$ cat config.mk
export PLATFORM = sky130hd
export DESIGN_NAME = hamming_rx_deframer
export DESIGN_NICKNAME = d
export VERILOG_FILES = /design/src/rtl/hamming_pkg.sv /design/src/rtl/hamming_sat_counter.sv /design/src/rtl/hamming_rx_deframer.sv
export SDC_FILE = /design/constraint.sdc
export NUM_CORES = 1
export LEC_CHECK = 0
export BUFFER_PORTS_ARGS = -buffer_cell sky130_fd_sc_hd__buf_2
export CORE_ASPECT_RATIO = 0.5
export CORE_MARGIN = 5
export CORE_UTILIZATION = 30
export CTS_CLUSTER_SIZE = 20
export DETAILED_ROUTE_END_ITERATION = 7
export GPL_TIMING_DRIVEN = 0
export PLACE_DENSITY = 0.51
export SLEW_MARGIN = 20
export SYNTH_ARGS = -nofsm -noshare
export SYNTH_HDL_FRONTEND = slang
export SYNTH_HIERARCHICAL = 1
export SYNTH_SLANG_ARGS = --single-unit
$ cat constraint.sdc
create_clock -name clk -period 2.4 [get_ports clk]
set_input_delay 0.72 -clock clk [delete_from_list [all_inputs] [get_ports clk]]
set_output_delay 0.72 -clock clk [all_outputs]
set_load 0.05 [all_outputs]
$ cat src/rtl/hamming_pkg.sv
// Shared constants and FSM encoding for the Hamming(7,4) receive deframer.
package hamming_pkg;

  localparam int CODE_W     = 7;
  localparam int DATA_CNT_W = 3;

  typedef enum logic [1:0] {
    IDLE = 2'd0,
    DATA = 2'd1,
    STOP = 2'd2
  } state_t;

endpackage

$ cat src/rtl/hamming_sat_counter.sv
// Saturating event counter; a clear takes priority over a same-cycle increment.
module hamming_sat_counter #(
  parameter int W = 8
) (
  input  logic         clk,
  input  logic         rst,
  input  logic         clr,
  input  logic         inc,
  output logic [W-1:0] count
);

  // count register, holds at all-ones instead of wrapping
  always_ff @(posedge clk) begin
    if (rst) begin
      count <= {W{1'b0}};
    end else if (clr) begin
      count <= {W{1'b0}};
    end else if (inc && (count != {W{1'b1}})) begin
      count <= count + W'(1);
    end
  end

endmodule

$ cat src/rtl/hamming_rx_deframer.sv
// Serial deframer: start(0) + 7 code bits + stop(1) into a one-deep
// valid/ready holding register feeding the Hamming(7,4) corrector.
module hamming_rx_deframer
  import hamming_pkg::*;
#(
  parameter bit MSB_FIRST = 1'b1,
  parameter int CNT_W     = 8
) (
  input  logic             clk,
  input  logic             rst,
  input  logic             bit_in,
  input  logic             bit_valid,
  input  logic             parity_sel,
  input  logic             code_ready,
  output logic [7:1]       code_out,
  output logic             code_valid,
  output logic             parity_type_out,
  output logic             frame_err,
  output logic             overrun,
  input  logic             cnt_clr,
  output logic [CNT_W-1:0] frame_err_cnt,
  output logic [CNT_W-1:0] overrun_cnt
);

  state_t                state_r;
  state_t                next_state_s;
  logic [CODE_W-1:0]     shift_r;
  logic [DATA_CNT_W-1:0] cnt_r;
  logic                  par_r;
  logic                  load_s;
  logic                  ovr_s;
  logic                  ferr_s;

  // state register
  always_ff @(posedge clk) begin
    if (rst) begin
      state_r <= IDLE;
    end else begin
      state_r <= next_state_s;
    end
  end

  // next-state logic, advances only on strobed bits
  always_comb begin
    next_state_s = state_r;
    if (bit_valid) begin
      case (state_r)
        IDLE: begin
          if (!bit_in) begin
            next_state_s = DATA;
          end else begin
            next_state_s = IDLE;
          end
        end
        DATA: begin
          if (cnt_r == DATA_CNT_W'(CODE_W - 1)) begin
            next_state_s = STOP;
          end else begin
            next_state_s = DATA;
          end
        end
        STOP:    next_state_s = IDLE;
        default: next_state_s = IDLE;
      endcase
    end else begin
      next_state_s = state_r;
    end
  end

  // stop-bit outcome: load, overrun drop or framing error
  always_comb begin
    load_s = 1'b0;
    ovr_s  = 1'b0;
    ferr_s = 1'b0;
    if (bit_valid && (state_r == STOP)) begin
      if (bit_in) begin
        // the holding register counts as free if it drains this same cycle
        if (!code_valid || code_ready) begin
          load_s = 1'b1;
        end else begin
          ovr_s = 1'b1;
        end
      end else begin
        ferr_s = 1'b1;
      end
    end else begin
      load_s = 1'b0;
      ovr_s  = 1'b0;
      ferr_s = 1'b0;
    end
  end

  // shift register, bit counter and per-frame parity selection
  always_ff @(posedge clk) begin
    if (rst) begin
      shift_r <= {CODE_W{1'b0}};
      cnt_r   <= {DATA_CNT_W{1'b0}};
      par_r   <= 1'b0;
    end else if (bit_valid) begin
      case (state_r)
        IDLE: begin
          if (!bit_in) begin
            cnt_r <= {DATA_CNT_W{1'b0}};
            par_r <= parity_sel;
          end
        end
        DATA: begin
          if (MSB_FIRST) begin
            shift_r <= {shift_r[CODE_W-2:0], bit_in};
          end else begin
            shift_r <= {bit_in, shift_r[CODE_W-1:1]};
          end
          cnt_r <= cnt_r + DATA_CNT_W'(1);
        end
        default: begin
          cnt_r <= cnt_r;
        end
      endcase
    end
  end

  // output holding register and status pulses
  always_ff @(posedge clk) begin
    if (rst) begin
      code_out        <= 7'b0000000;
      code_valid      <= 1'b0;
      parity_type_out <= 1'b0;
      frame_err       <= 1'b0;
      overrun         <= 1'b0;
    end else begin
      frame_err <= ferr_s;
      overrun   <= ovr_s;
      if (load_s) begin
        code_out        <= shift_r;
        parity_type_out <= par_r;
        code_valid      <= 1'b1;
      end else if (code_valid && code_ready) begin
        code_valid <= 1'b0;
      end
    end
  end

  hamming_sat_counter #(.W(CNT_W)) u_frame_err_cnt (
    .clk   (clk),
    .rst   (rst),
    .clr   (cnt_clr),
    .inc   (frame_err),
    .count (frame_err_cnt)
  );

  hamming_sat_counter #(.W(CNT_W)) u_overrun_cnt (
    .clk   (clk),
    .rst   (rst),
    .clr   (cnt_clr),
    .inc   (overrun),
    .count (overrun_cnt)
  );

endmodule
# After elaboration in Yosys (flattened, before gate mapping)
# Index checks and enable logic that the tools add are counted.
dict set report classes {
  n_bitwise 2
  n_mux 12
  eq_ne 6
  reduce_logical 15
  add_sub_neg 3
}
# cell n
set ops {}
lappend ops {{$add A8 B1 Y8 const B} 2}
lappend ops {{$ne A8 B8 Y1 const B} 2}
lappend ops {{$mux W1} 8}
lappend ops {{$pmux W3 S2} 1}
lappend ops {{$reduce_and A3 Y1} 2}
lappend ops {{$logic_and A1 B1 Y1} 4}
lappend ops {{$pmux W2 S2} 1}
lappend ops {{$reduce_bool A2 Y1} 2}
lappend ops {{$reduce_or A2 Y1} 2}
lappend ops {{$add A3 B1 Y3 const B} 1}
lappend ops {{$eq A3 B3 Y1 const B} 1}
lappend ops {{$mux W3} 1}
lappend ops {{$reduce_or A3 Y1} 1}
lappend ops {{$eq A2 B1 Y1 const B} 1}
lappend ops {{$eq A2 B2 Y1 const B} 1}
lappend ops {{$logic_not A2 Y1} 1}
lappend ops {{$mux W2} 1}
lappend ops {{$ne A2 B2 Y1 const B} 1}
lappend ops {{$not A1 Y1} 2}
lappend ops {{$reduce_and A2 Y1} 1}
lappend ops {{$logic_not A1 Y1} 1}
lappend ops {{$logic_or A1 B1 Y1} 1}
dict set report word_totals {
  regBits 40
  in_bits 7
  output_inout_bits 27
}

# Depth between registers and ports, before layout
# Gate-level depths: netlist (run 1).
dict set report depth {
  ltp_word 6
  ltp_mapped 5
  ltp_nobuf 5
}

# Hierarchy
# The synthesis (run 1) kept the hierarchy.
# mod instances cells_per_inst area_per_inst_um2
set by_module_without_submodules {}
lappend by_module_without_submodules {hamming_rx_deframer 1 100 1014.7}
lappend by_module_without_submodules {hamming_sat_counter 2 47 435.4}

# Least setup slack after synthesis (run 1)
# Ideal clock, no wire load.
dict set report synth_path {
  path_kind {register to register}
  from {reg u_frame_err_cnt.count[0]}
  to {reg u_frame_err_cnt.count[6]}
  synth_period_minus_slack_ps 1754
  path_buffers 0
  path_slack_ps 646
  path_stages_with_launch 5
  t_required_ps 2285
  arrival_time_ps 1639
  path_cell_list {dfxtp_1 ha_1 nand3_1 or4_1 and3_1}
}
dict set report synth_via {
  elab_chain_len 2
  word_cells_on_any_way 3
  classes_between {add/sub (1); eq/ne (1); reduce/logical (1)}
}
# element line_no
set synth_rtl {}
lappend synth_rtl {{from (decl)} hamming_sat_counter.sv:9} ;# output logic [W-1:0] count
lappend synth_rtl {{from (signal assigned)} hamming_sat_counter.sv:15} ;# count <= {W{1'b0}};
lappend synth_rtl {{from (signal assigned)} hamming_sat_counter.sv:17} ;# count <= {W{1'b0}};
lappend synth_rtl {{from (signal assigned)} hamming_sat_counter.sv:19} ;# count <= count + W'(1);
lappend synth_rtl {{parallel branches: the longest is 2 deep, another holds $add A8 B1 Y8} -}
# Several ways; the timed one is not identified.
# A chain may end at the register's enable or synchronous reset.

# Worst setup path in the final report (run 1)
dict set report layout_path {
  from {in rst}
  to {reg shift_r[6]}
}
# element line_no
set layout_lines {}
lappend layout_lines {{from (decl)} hamming_rx_deframer.sv:10} ;# input logic rst,
lappend layout_lines {{to (signal assigned)} hamming_rx_deframer.sv:96} ;# shift_r <= {CODE_W{1'b0}};
lappend layout_lines {{to (signal assigned)} hamming_rx_deframer.sv:109} ;# shift_r <= {shift_r[CODE_W-2:0], bit_in};
lappend layout_lines {{to (signal assigned)} hamming_rx_deframer.sv:111} ;# shift_r <= {bit_in, shift_r[CODE_W-1:1]};
lappend layout_lines {{to (decl)} hamming_rx_deframer.sv:27} ;# logic [CODE_W-1:0] shift_r;
# No word-level cell between the ends.

==> flow_summary_export.csv, run 1 <==
group,metric,value,unit
status,status,"completed",
clocking,tritoncts,"done",
synthesis,synth_most_common_cell,"dfxtp_1",
finish,multiInputGateArea,1035,um^2
finish,drive_gt1_share,22.13,%
worst_setup_path,cp.arrival,1.92,ns
synthesis,yosys-top-cells-count,"dfxtp_1, mux2i_1, nand2b_1",
clocking,htree_num_levels,2,
synthesis,synthCells,194,
sta,relSlewSlack,70.26,%
global_route,grt_max_degree,18,
synthesis,yosysUniqueCellTypes,36,
placement,io_buffer_count,33,
synthesis,synth_area,1886,um^2
worst_setup_path,max_stage_delay,0.41,ns
worst_setup_path,cp-end-kind,"register",
global_route,gr-total-overflow,0,
finish,diodes,0,
synthesis,yosysTopAreaCell,"dfxtp_1",
synthesis,ys_ff_latch,40,
clocking,clock-sinks,40,
route,first_pass_iters,4,
clocking,clk_latency,0.28,ns
synthesis,synthTopCellsByArea,"dfxtp_1, mux2i_1, nand2b_1",
synthesis,async_flop_share,0,%
synthesis,ys_warn_count,6,
route,drt_iter0_drc,48,
synthesis,synth_fp_nets,205,
floorplan,dieWidth,122.1,um
placement,gp_congestion,0.7371,
clocking,post-cts-setup-buffer-count,0,
sta,maxSlewViolCount,0,
clocking,numCtsBuffers,5,
worst_setup_path,worst-path-buf-inv,3,
finish,syn_to_final_growth,23.49,%
power,p_leak,0.9450,nW
worst_setup_path,critical_path_class,"in -> reg",
global_route,grt_pass1_vias,1433,
worst_setup_path,crit_required,2.55,ns
floorplan,ios,34,
route,vias,1509,
sta,hold_viol,0,
sta,setup_violations,0,
sta,fin_skew,0.004254,ns
global_route,track_usage,10.67,%
finish,n_fill_cell,605,
floorplan,rows,20,
route,drtAntennaViolNets,0,
sta,period_minus_slack,1.768,ns
placement,dp_hpwl,2778,um
power,powerDensity,634.3,nW/um^2
sta,min_period_over_period,73.65,%
synthesis,synth_top_area_share,42.47,%
clocking,cts-root-buf,"clkbuf_16",
floorplan,start_util,31.01,%
worst_setup_path,path_delay_family,"buffers and inverters",
clocking,cts_buffer_depth,2,
route,wirelength,3921,um
synthesis,synth_flop_cell,"dfxtp_1",
sta,whs,0.4722,ns
finish,nNetsFinal,245,
sta,rsz0062_at_grt,"false",
power,ir_drop,284.7,uV
global_route,antenna_found_initial,0,
job,drv_cap,0,
worst_setup_path,crit_path_start_kind,"primary input",
worst_setup_path,slowest_stage,"buf_1",
clocking,post_cts_resized,0,
clocking,hold_buffers,0,
floorplan,fp.dieH,66.06,um
sta,fmax,0.5657,GHz
sta,worst_slew_pin_slew,0.4462,ns
hold_path,hp-class,"reg -> reg",
route,vias_per_cell,4.672,
global_route,grt_pass1_wl,7010,um
route,drc_errors,0,
route,wl_per_cell,12.14,um
floorplan,core,6081,um^2
floorplan,dieArea,8067,um^2
sta,finalSetupTns,0,ns
synthesis,syn_avg_cell_area,9.719,um^2
worst_setup_path,worstPathCellList,"buf_2, clkbuf_1, buf_1, nor2_1",
finish,ff_latch_area,800.8,um^2
clocking,clk_pin_slew,0.06,ns
synthesis,synth_seq_area_share,42.47,%
synthesis,synth-edff-count,0,
worst_setup_path,cp_max_fo,17,
-- cell families after synthesis --
logic type | synth area share, %
flops | 42.47
buf+inv | 2.654
compound gates | 11.75
fa+ha+maj | 2.654
mux | 12.74
simple gates | 27.74
-- per-layer routing --
metal	routed length, um	track usage, %	part of all wire, %	up-vias
met4	13	2.929	0.33	0
met2	1874	17.86	48	16
met5	0	0	0	-
met3	117	2.821	3.0	2
li1	-	-	-	781
met1	1915	13.67	49	710
-- layout make-up --
class | instances | share of cell area [%]
inverter | 3 | 0.4836
clock buffer | 5 | 5.373
sequential | 40 | 34.39
buffer | 7 | 1.666
clock inverter | 3 | 1.827
timing repair buffer | 33 | 7.093
tap | 88 | 4.729
multi-input combinational | 144 | 44.44
-- sequential cells by signal, indices dropped and copies added (netlist names) --
name and count:
code_valid 1, parity_type_out 1, state_r 2, code_out 7
shift_r 7, cnt_r 3, par_r 1, frame_err 1
u_overrun_cnt/count 8, overrun 1, u_frame_err_cnt/count 8
-- stage by stage --
| step | util (%) | instance area, um^2 | std cells | worst slack, ns | total power [mW] |
|---|---|---|---|---|---|
| global placement | 35.54 | 2161 | 315 | 0.3154 | 0.7392 |
| finish | 38.29 | 2328 | 323 | 0.6324 | 1.477 |
| floorplan | - | 1886 | 194 | 0.6457 | 0.7162 |
| global route | 38.29 | 2328 | 323 | 0.4609 | 1.540 |
| detailed placement | 35.54 | 2161 | 315 | 0.2927 | 0.7398 |
| CTS | 38.29 | 2328 | 323 | 0.5919 | 1.501 |
-- cells in the final DEF, fill, tap and decap left out, types with 2 or more instances in the layout --
cell type	count
nor2b_1	4
and4_1	4
nor2_1	10
nand2b_1	19
a21oi_1	11
buf_2	34
nor4_1	3
inv_1	3
and3_1	6
o21ai_0	6
ha_1	4
nand3_1	5
a31oi_1	2
clkbuf_16	5
and3b_1	2
buf_4	3
or4_1	2
dfxtp_1	40
or3_1	6
clkbuf_1	2
a21boi_2	2
nand4_1	4
mux2i_1	24
a2111oi_4	2
nand2_1	13
a21boi_1	4
nor3_1	2
-- worst paths after layout --
check | slack (ns) | start | end | cells past startpoint
setup / recovery | 0.63 | rst | shift_r[6]$_SDFFE_PP0P_ | 4
hold / removal | 0.47 | code_out[2]$_SDFFE_PP0P_ | code_out[2]$_SDFFE_PP0P_ | 2
setup reg to reg | 0.91 | u_frame_err_cnt/count[0]$_SDFFE_PP0P_ | u_frame_err_cnt/count[6]$_SDFFE_PP0P_ | 4
hold reg to reg | 0.47 | code_out[2]$_SDFFE_PP0P_ | code_out[2]$_SDFFE_PP0P_ | 2
-- worst min-delay path, stage by stage, from the launching register on --
cell and delay [ns]:
dfxtp_1 0.30, nand2b_1 0.06, mux2i_1 0.06
-- power by group --
| part | internal (mW) | leakage [nW] | switching, mW |
|---|---|---|---|
| Combinational | 0.0209 | 0.543 | 0.0318 |
| Sequential | 0.667 | 0.322 | 0.00385 |
| Clock | 0.488 | 0.0798 | 0.265 |
| Total | 1.18 | 0.945 | 0.300 |
Power figures use the tool's default switching activity.
==> inputs of run 2 (changes only) <==
--- a/config.mk
+++ b/config.mk
@@ -5,6 +5,7 @@
 export SDC_FILE = /design/constraint.sdc
 export NUM_CORES = 1
 export LEC_CHECK = 0
+export ABC_AREA = 1
 export BUFFER_PORTS_ARGS = -buffer_cell sky130_fd_sc_hd__buf_2
 export CORE_ASPECT_RATIO = 0.5
 export CORE_MARGIN = 5
@@ -12,7 +13,7 @@
 export CTS_CLUSTER_SIZE = 20
 export DETAILED_ROUTE_END_ITERATION = 7
 export GPL_TIMING_DRIVEN = 0
-export PLACE_DENSITY = 0.51
+export PLACE_DENSITY = 0.53
 export SLEW_MARGIN = 20
 export SYNTH_ARGS = -nofsm -noshare
 export SYNTH_HDL_FRONTEND = slang
==> constraint.sdc (replaced) <==
create_clock -name clk -period 1.6 [get_ports clk]
set_input_delay 0.48 -clock clk [delete_from_list [all_inputs] [get_ports clk]]
set_output_delay 0.48 -clock clk [all_outputs]
set_load 0.05 [all_outputs]
==> run 2 against run 1 <==
  * Synthesized cell count increased by 49%
  * Critical endpoint is now overrun_cnt[0]
  * Routed wire length increased by 7.5%
  * Largest cell class unchanged
  * Sequential power increased by 52%
  * Die area increased by 2.3%
  * Largest power group unchanged
==> flow_summary_export.csv, run 2 <==
group,metric,value,unit
route,drc_errors,0,
floorplan,dieArea,8256,um^2
worst_setup_path,worstPathCellList,"buf_2",
finish,mostFrequentLayoutCell,"nand2_1",
synthesis,synthCells,289,
finish,ff_latch_area,800.8,um^2
floorplan,start_util,31.44,%
placement,dpl.cell_count,410,
route,first_pass_iters,4,
synthesis,yosys-top-cells-count,"nand2_1, nor2_1, dfxtp_1",
synthesis,synth_area,1936,um^2
worst_setup_path,critical_path_class,"reg -> out",
finish,diodes,0,
floorplan,dieWidth,123.6,um
worst_setup_path,cp_max_fo,6,
route,wirelength,4216,um
placement,io_buffer_count,33,
sta,setup_violations,0,
clocking,numCtsBuffers,5,
sta,hold_viol,0,
worst_setup_path,slowest_stage,"dfxtp_1",
hold_path,hp-class,"in -> reg",
synthesis,yosysTopAreaCell,"dfxtp_1",
placement,dp_hpwl,3103,um
finish,drive_gt1_share,18.79,%
placement,place_ws,0.1094,ns
worst_setup_path,startpoint,"u_overrun_cnt/count[0]$_SDFFE_PP0P_",
synthesis,synth_most_common_cell,"nand2_1",
clocking,cts_buffer_depth,2,
synthesis,synth-edff-count,0,
synthesis,async_flop_share,0,%
floorplan,core,6156,um^2
sta,fin_skew,0.002495,ns
synthesis,ys_ff_latch,40,
global_route,antenna_found_initial,0,
route,vias_per_cell,4.313,
worst_setup_path,cp-end-kind,"primary output",
synthesis,synth_seq_area_share,41.37,%
floorplan,fp.dieH,66.80,um
finish,mostFrequentLayoutCells,"nand2_1, nor2_1, dfxtp_1",
global_route,track_usage,10.94,%
finish,top_regs,"u_frame_err_cnt/count: 8 flops, u_overrun_cnt/count: 8 flops",
route,wl_per_cell,10.09,um
synthesis,synth_fp_nets,300,
worst_setup_path,cp.arrival,1.00,ns
global_route,grt_pass1_vias,1710,
clocking,clk_latency,0.28,ns
clocking,htree_num_levels,2,
sta,finalSetupTns,0,ns
power,powerDensity,941.2,nW/um^2
route,vias,1803,
clocking,hold_buffers,0,
worst_setup_path,reg2reg_from,"u_frame_err_cnt/count[0]$_SDFFE_PP0P_",
worst_setup_path,crit_path_start_kind,"register",
sta,postLayoutSetupSlackWorst,0.1248,ns
route,drt_iter0_drc,107,
clocking,clock-sinks,40,
status,status,"completed",
synthesis,synth_top_area_share,41.37,%
clocking,clk_pin_slew,0.06,ns
synthesis,syn_avg_cell_area,6.698,um^2
sta,period_minus_slack,1.475,ns
floorplan,rows,20,
hold_path,min_from,"parity_sel",
sta,relSlewSlack,60.58,%
synthesis,ys_warn_count,6,
finish,nNetsFinal,340,
placement,gp_congestion,0.7811,
synthesis,yosysUniqueCellTypes,20,
clocking,post-cts-setup-buffer-count,0,
sta,min_period_over_period,92.20,%
job,drv_cap,0,
clocking,tritoncts,"done",
global_route,gr-total-overflow,0,
worst_setup_path,crit_required,1.12,ns
power,ir_drop,416.2,uV
global_route,grt_pass1_wl,7383,um
floorplan,ios,34,
clocking,post_cts_resized,0,
finish,syn_to_final_growth,22.88,%
synthesis,synth_flop_cell,"dfxtp_1",
finish,n_fill_cell,664,
sta,worst_slew_pin_slew,0.5892,ns
power,p_leak,1.132,nW
route,drtAntennaViolNets,0,
sta,rsz0062_at_grt,"false",
sta,fmax,0.6779,GHz
finish,final_util,38.64,%
sta,maxSlewViolCount,0,
worst_setup_path,worst-path-buf-inv,1,
finish,multiInputGateArea,964.7,um^2
finish,layout.cells.non_filler,418,
synthesis,synthTopCellsByArea,"dfxtp_1, nand2_1, nor2_1",
worst_setup_path,max_stage_delay,0.42,ns
worst_setup_path,path_delay_family,"flip-flops",
global_route,grt_max_degree,14,
clocking,cts-root-buf,"clkbuf_16",
run 2: changes by cell type in the layout (fill, tap and decap cells not counted), sizes merged, moves of 5 or more:
cell	previous run	this run
nand2	13	73
and3	6	0
inv	3	38
a21oi	12	17
or3	6	0
o21ai	6	13
a21boi	6	0
nand2b	20	0
nor2	10	72
mux2i	24	0
nand3	5	23
run 2: kinds of logic after synthesis:
group	Yosys count	synth area share, %
and+or+nand+nor	172	39.50
DFF	40	41.37
adders and majority gates	4	2.586
buffers and inverters	43	8.791
AOI/OAI and AO/OA	30	7.757
run 2: final cells by class:
cell class	instances	area share, %
buffer	4	0.9995
clock inverter	3	1.789
sequential	40	33.67
tap	88	4.629
multi-input combinational	206	40.56
clock buffer	5	5.260
inverter	39	6.155
timing repair buffer	33	6.944
run 2: where the power goes:
part | leakage (nW) | switching [mW] | internal (mW)
Sequential | 0.323 | 0.0118 | 1.01
Combinational | 0.729 | 0.0575 | 0.0274
Clock | 0.0798 | 0.399 | 0.732
run 2: path summary, 6_finish.rpt:
path	endpoint	slack, ns	depth (start not counted)
min	par_r$_SDFFE_PP0P_	0.45	3
min reg2reg	parity_type_out$_SDFFE_PP0P_	0.48	2
max reg2reg	u_frame_err_cnt/count[0]$_SDFFE_PP0P_	0.31	6
max	overrun_cnt[0]	0.12	1
run 2: worst register-to-register path: cells and delay by family (launching register included):
kind / cells / cell delay [ns]
simple gates: 3 / 0.28
buf+inv: 1 / 0.12
compound gates: 1 / 0.16
fa+ha+maj: 1 / 0.20
flops: 1 / 0.42
run 2: through the flow:
step                      hold slack (ns)  total power [mW]  instance area, um^2
final                              0.4461             2.239                 2379
after global routing               0.4458             2.338                 2379
after CTS                          0.4495             2.266                 2379
after detailed placement           0.4741             1.129                 2211
after global placement             0.4750             1.126                 2211
after floorplan                    0.4540             1.099                 1936
run 2: per-layer routing:
layer / routed length, um / up-vias / GRT usage (%)
met5: 0 / - / 0
met4: 27 / 0 / 2.069
met3: 214 / 2 / 3.562
met2: 1957 / 23 / 19.57
met1: 2016 / 802 / 12.90
li1: - / 976 / -
==> inputs of run 3 (changes only) <==
--- a/config.mk
+++ b/config.mk
@@ -14,6 +14,7 @@
 export DETAILED_ROUTE_END_ITERATION = 7
 export GPL_TIMING_DRIVEN = 0
 export PLACE_DENSITY = 0.53
+export RECOVER_POWER = 50
 export SLEW_MARGIN = 20
 export SYNTH_ARGS = -nofsm -noshare
 export SYNTH_HDL_FRONTEND = slang
==> run 3 against run 2 <==
  * Sequential power about the same
  * Power decreased by 0.18%
  * Routed wire length decreased by 0.17%
  * Largest power group unchanged
  * Cell count unchanged
  * Flip-flop and latch count unchanged
  * Critical path type unchanged
  * Fmax about the same
  * Sequential share of layout area increased by 0.16 points
==> flow_summary_export.csv, run 3 (same netlist as run 2, synthesis figures left out) <==
group,metric,value,unit
sta,fmax,0.6781,GHz
floorplan,dieArea,8256,um^2
sta,hold_viol,0,
clocking,post-cts-setup-buffer-count,0,
clocking,cts_buffer_depth,2,
worst_setup_path,rrSetupSlack,0.26,ns
finish,layout.cells.non_filler,418,
worst_setup_path,r2r_cells,6,
finish,n_fill_cell,666,
floorplan,ios,34,
status,status,"completed",
power,powerDensity,944.0,nW/um^2
finish,mostFrequentLayoutCell,"nand2_1",
power,p_leak,1.127,nW
worst_setup_path,path_delay_family,"flip-flops",
sta,rsz0062_at_grt,"false",
sta,relSlewSlack,61.08,%
floorplan,core,6156,um^2
worst_setup_path,max_stage_delay,0.42,ns
sta,setup_violations,0,
global_route,gr-total-overflow,0,
worst_setup_path,reg2reg_from,"u_frame_err_cnt/count[0]$_SDFFE_PP0P_",
sta,maxSlewViolCount,0,
worst_setup_path,worst-path-buf-inv,1,
global_route,grt_pass1_vias,1710,
power,power,2.235,mW
clocking,numCtsBuffers,5,
global_route,track_usage,10.94,%
placement,gp_congestion,0.7811,
global_route,grt_max_degree,14,
floorplan,fp.dieH,66.80,um
clocking,tritoncts,"done",
route,vias,1801,
placement,dpl.cell_count,410,
route,first_pass_iters,5,
sta,min_period_over_period,92.17,%
global_route,antenna_found_initial,0,
worst_setup_path,crit_required,1.12,ns
worst_setup_path,critical_path_class,"reg -> out",
placement,dp_hpwl,3103,um
sta,period_minus_slack,1.475,ns
route,drtAntennaViolNets,0,
clocking,clk_pin_slew,0.06,ns
sta,finalSetupTns,0,ns
worst_setup_path,cp_max_fo,6,
clocking,hold_buffers,0,
placement,io_buffer_count,33,
clocking,cts-root-buf,"clkbuf_16",
finish,top_regs,"u_frame_err_cnt/count: 8 flops, u_overrun_cnt/count: 8 flops",
finish,diodes,0,
route,drt_iter0_drc,118,
route,wirelength,4209,um
finish,syn_to_final_growth,22.30,%
worst_setup_path,slowest_stage,"dfxtp_1",
route,drc_errors,0,
worst_setup_path,cp.arrival,0.99,ns
global_route,grt_pass1_wl,7383,um
clocking,clk_latency,0.28,ns
finish,mostFrequentLayoutCells,"nand2_1, nor2_1, dfxtp_1",
worst_setup_path,startpoint,"u_frame_err_cnt/count[0]$_SDFFE_PP0P_",
power,ir_drop,415.8,uV
clocking,clock-sinks,40,
finish,drive_gt1_share,16.97,%
hold_path,hp-class,"in -> reg",
worst_setup_path,cp-end-kind,"primary output",
route,vias_per_cell,4.309,
job,drv_cap,0,
worst_setup_path,crit_cells,1,
clocking,htree_num_levels,2,
worst_setup_path,r2r_end,"u_frame_err_cnt/count[0]$_SDFFE_PP0P_",
clocking,post_cts_resized,0,
floorplan,dieWidth,123.6,um
finish,nNetsFinal,340,
worst_setup_path,cp-endpoint,"frame_err_cnt[0]",
floorplan,start_util,31.44,%
worst_setup_path,worstPathCellList,"buf_2",
worst_setup_path,crit_path_start_kind,"register",
sta,worst_slew_pin_slew,0.5816,ns
floorplan,rows,20,
route,wl_per_cell,10.07,um
sta,fin_skew,0.002509,ns
run 3: worst min-delay path by stage:
stage                                  start                      endpoint  cells after the start
after floorplan           par_r$_SDFFE_PP0P_  parity_type_out$_SDFFE_PP0P_                      2
after global placement    par_r$_SDFFE_PP0P_  parity_type_out$_SDFFE_PP0P_                      2
after detailed placement  par_r$_SDFFE_PP0P_  parity_type_out$_SDFFE_PP0P_                      2
after CTS                             bit_in          frame_err$_SDFF_PP0_                      2
after global routing              parity_sel            par_r$_SDFFE_PP0P_                      3
final                             parity_sel            par_r$_SDFFE_PP0P_                      3
run 3: layout make-up:
type                    count  area, um^2  share of cell area, %
flip-flops and latches     40       800.8                  33.83
well taps                  88       110.1                  4.651
repair buffers             33       163.9                  6.924
inverters                  39       146.4                  6.184
multi-input cells         206       954.7                  40.33
plain buffers               4       23.77                  1.004
clock buffers               5       125.1                  5.285
clock inverters             3       42.54                  1.797
run 3: metrics by stage:
stage	utilization [%]	worst slack [ns]	area, um^2	hold slack (ns)
after floorplan	-	0.04598	1936	0.4540
after global placement	35.91	0.1090	2211	0.4750
after detailed placement	35.91	0.1094	2211	0.4741
after CTS	38.64	0.1054	2379	0.4495
after global routing	38.46	0.05303	2367	0.4458
final	38.46	0.1253	2367	0.4472
run 3: worst reg2reg max path, delay by kind of cell, from the launching register on:
family	cells	cell delay (ns)
flip-flops	1	0.42
AND/OR/NAND/NOR	3	0.29
adder cells (fa/ha/maj)	1	0.20
buffers and inverters	1	0.17
AO/OA/AOI/OAI	1	0.16
run 3: where the power goes:
group	internal (mW)	leakage [nW]	switching, mW	total [mW]
logic	0.0255	0.724	0.0567	0.0822
clock network	0.732	0.0798	0.399	1.13
registers	1.01	0.323	0.0107	1.02
run 3: routing by layer:
layer | GRT usage, % | vias to the layer above | wire length (um)
li1 | - | 975 | -
met5 | 0 | - | 0
met2 | 19.57 | 21 | 1942
met4 | 2.069 | 0 | 27
met1 | 12.90 | 803 | 2029
met3 | 3.562 | 2 | 209
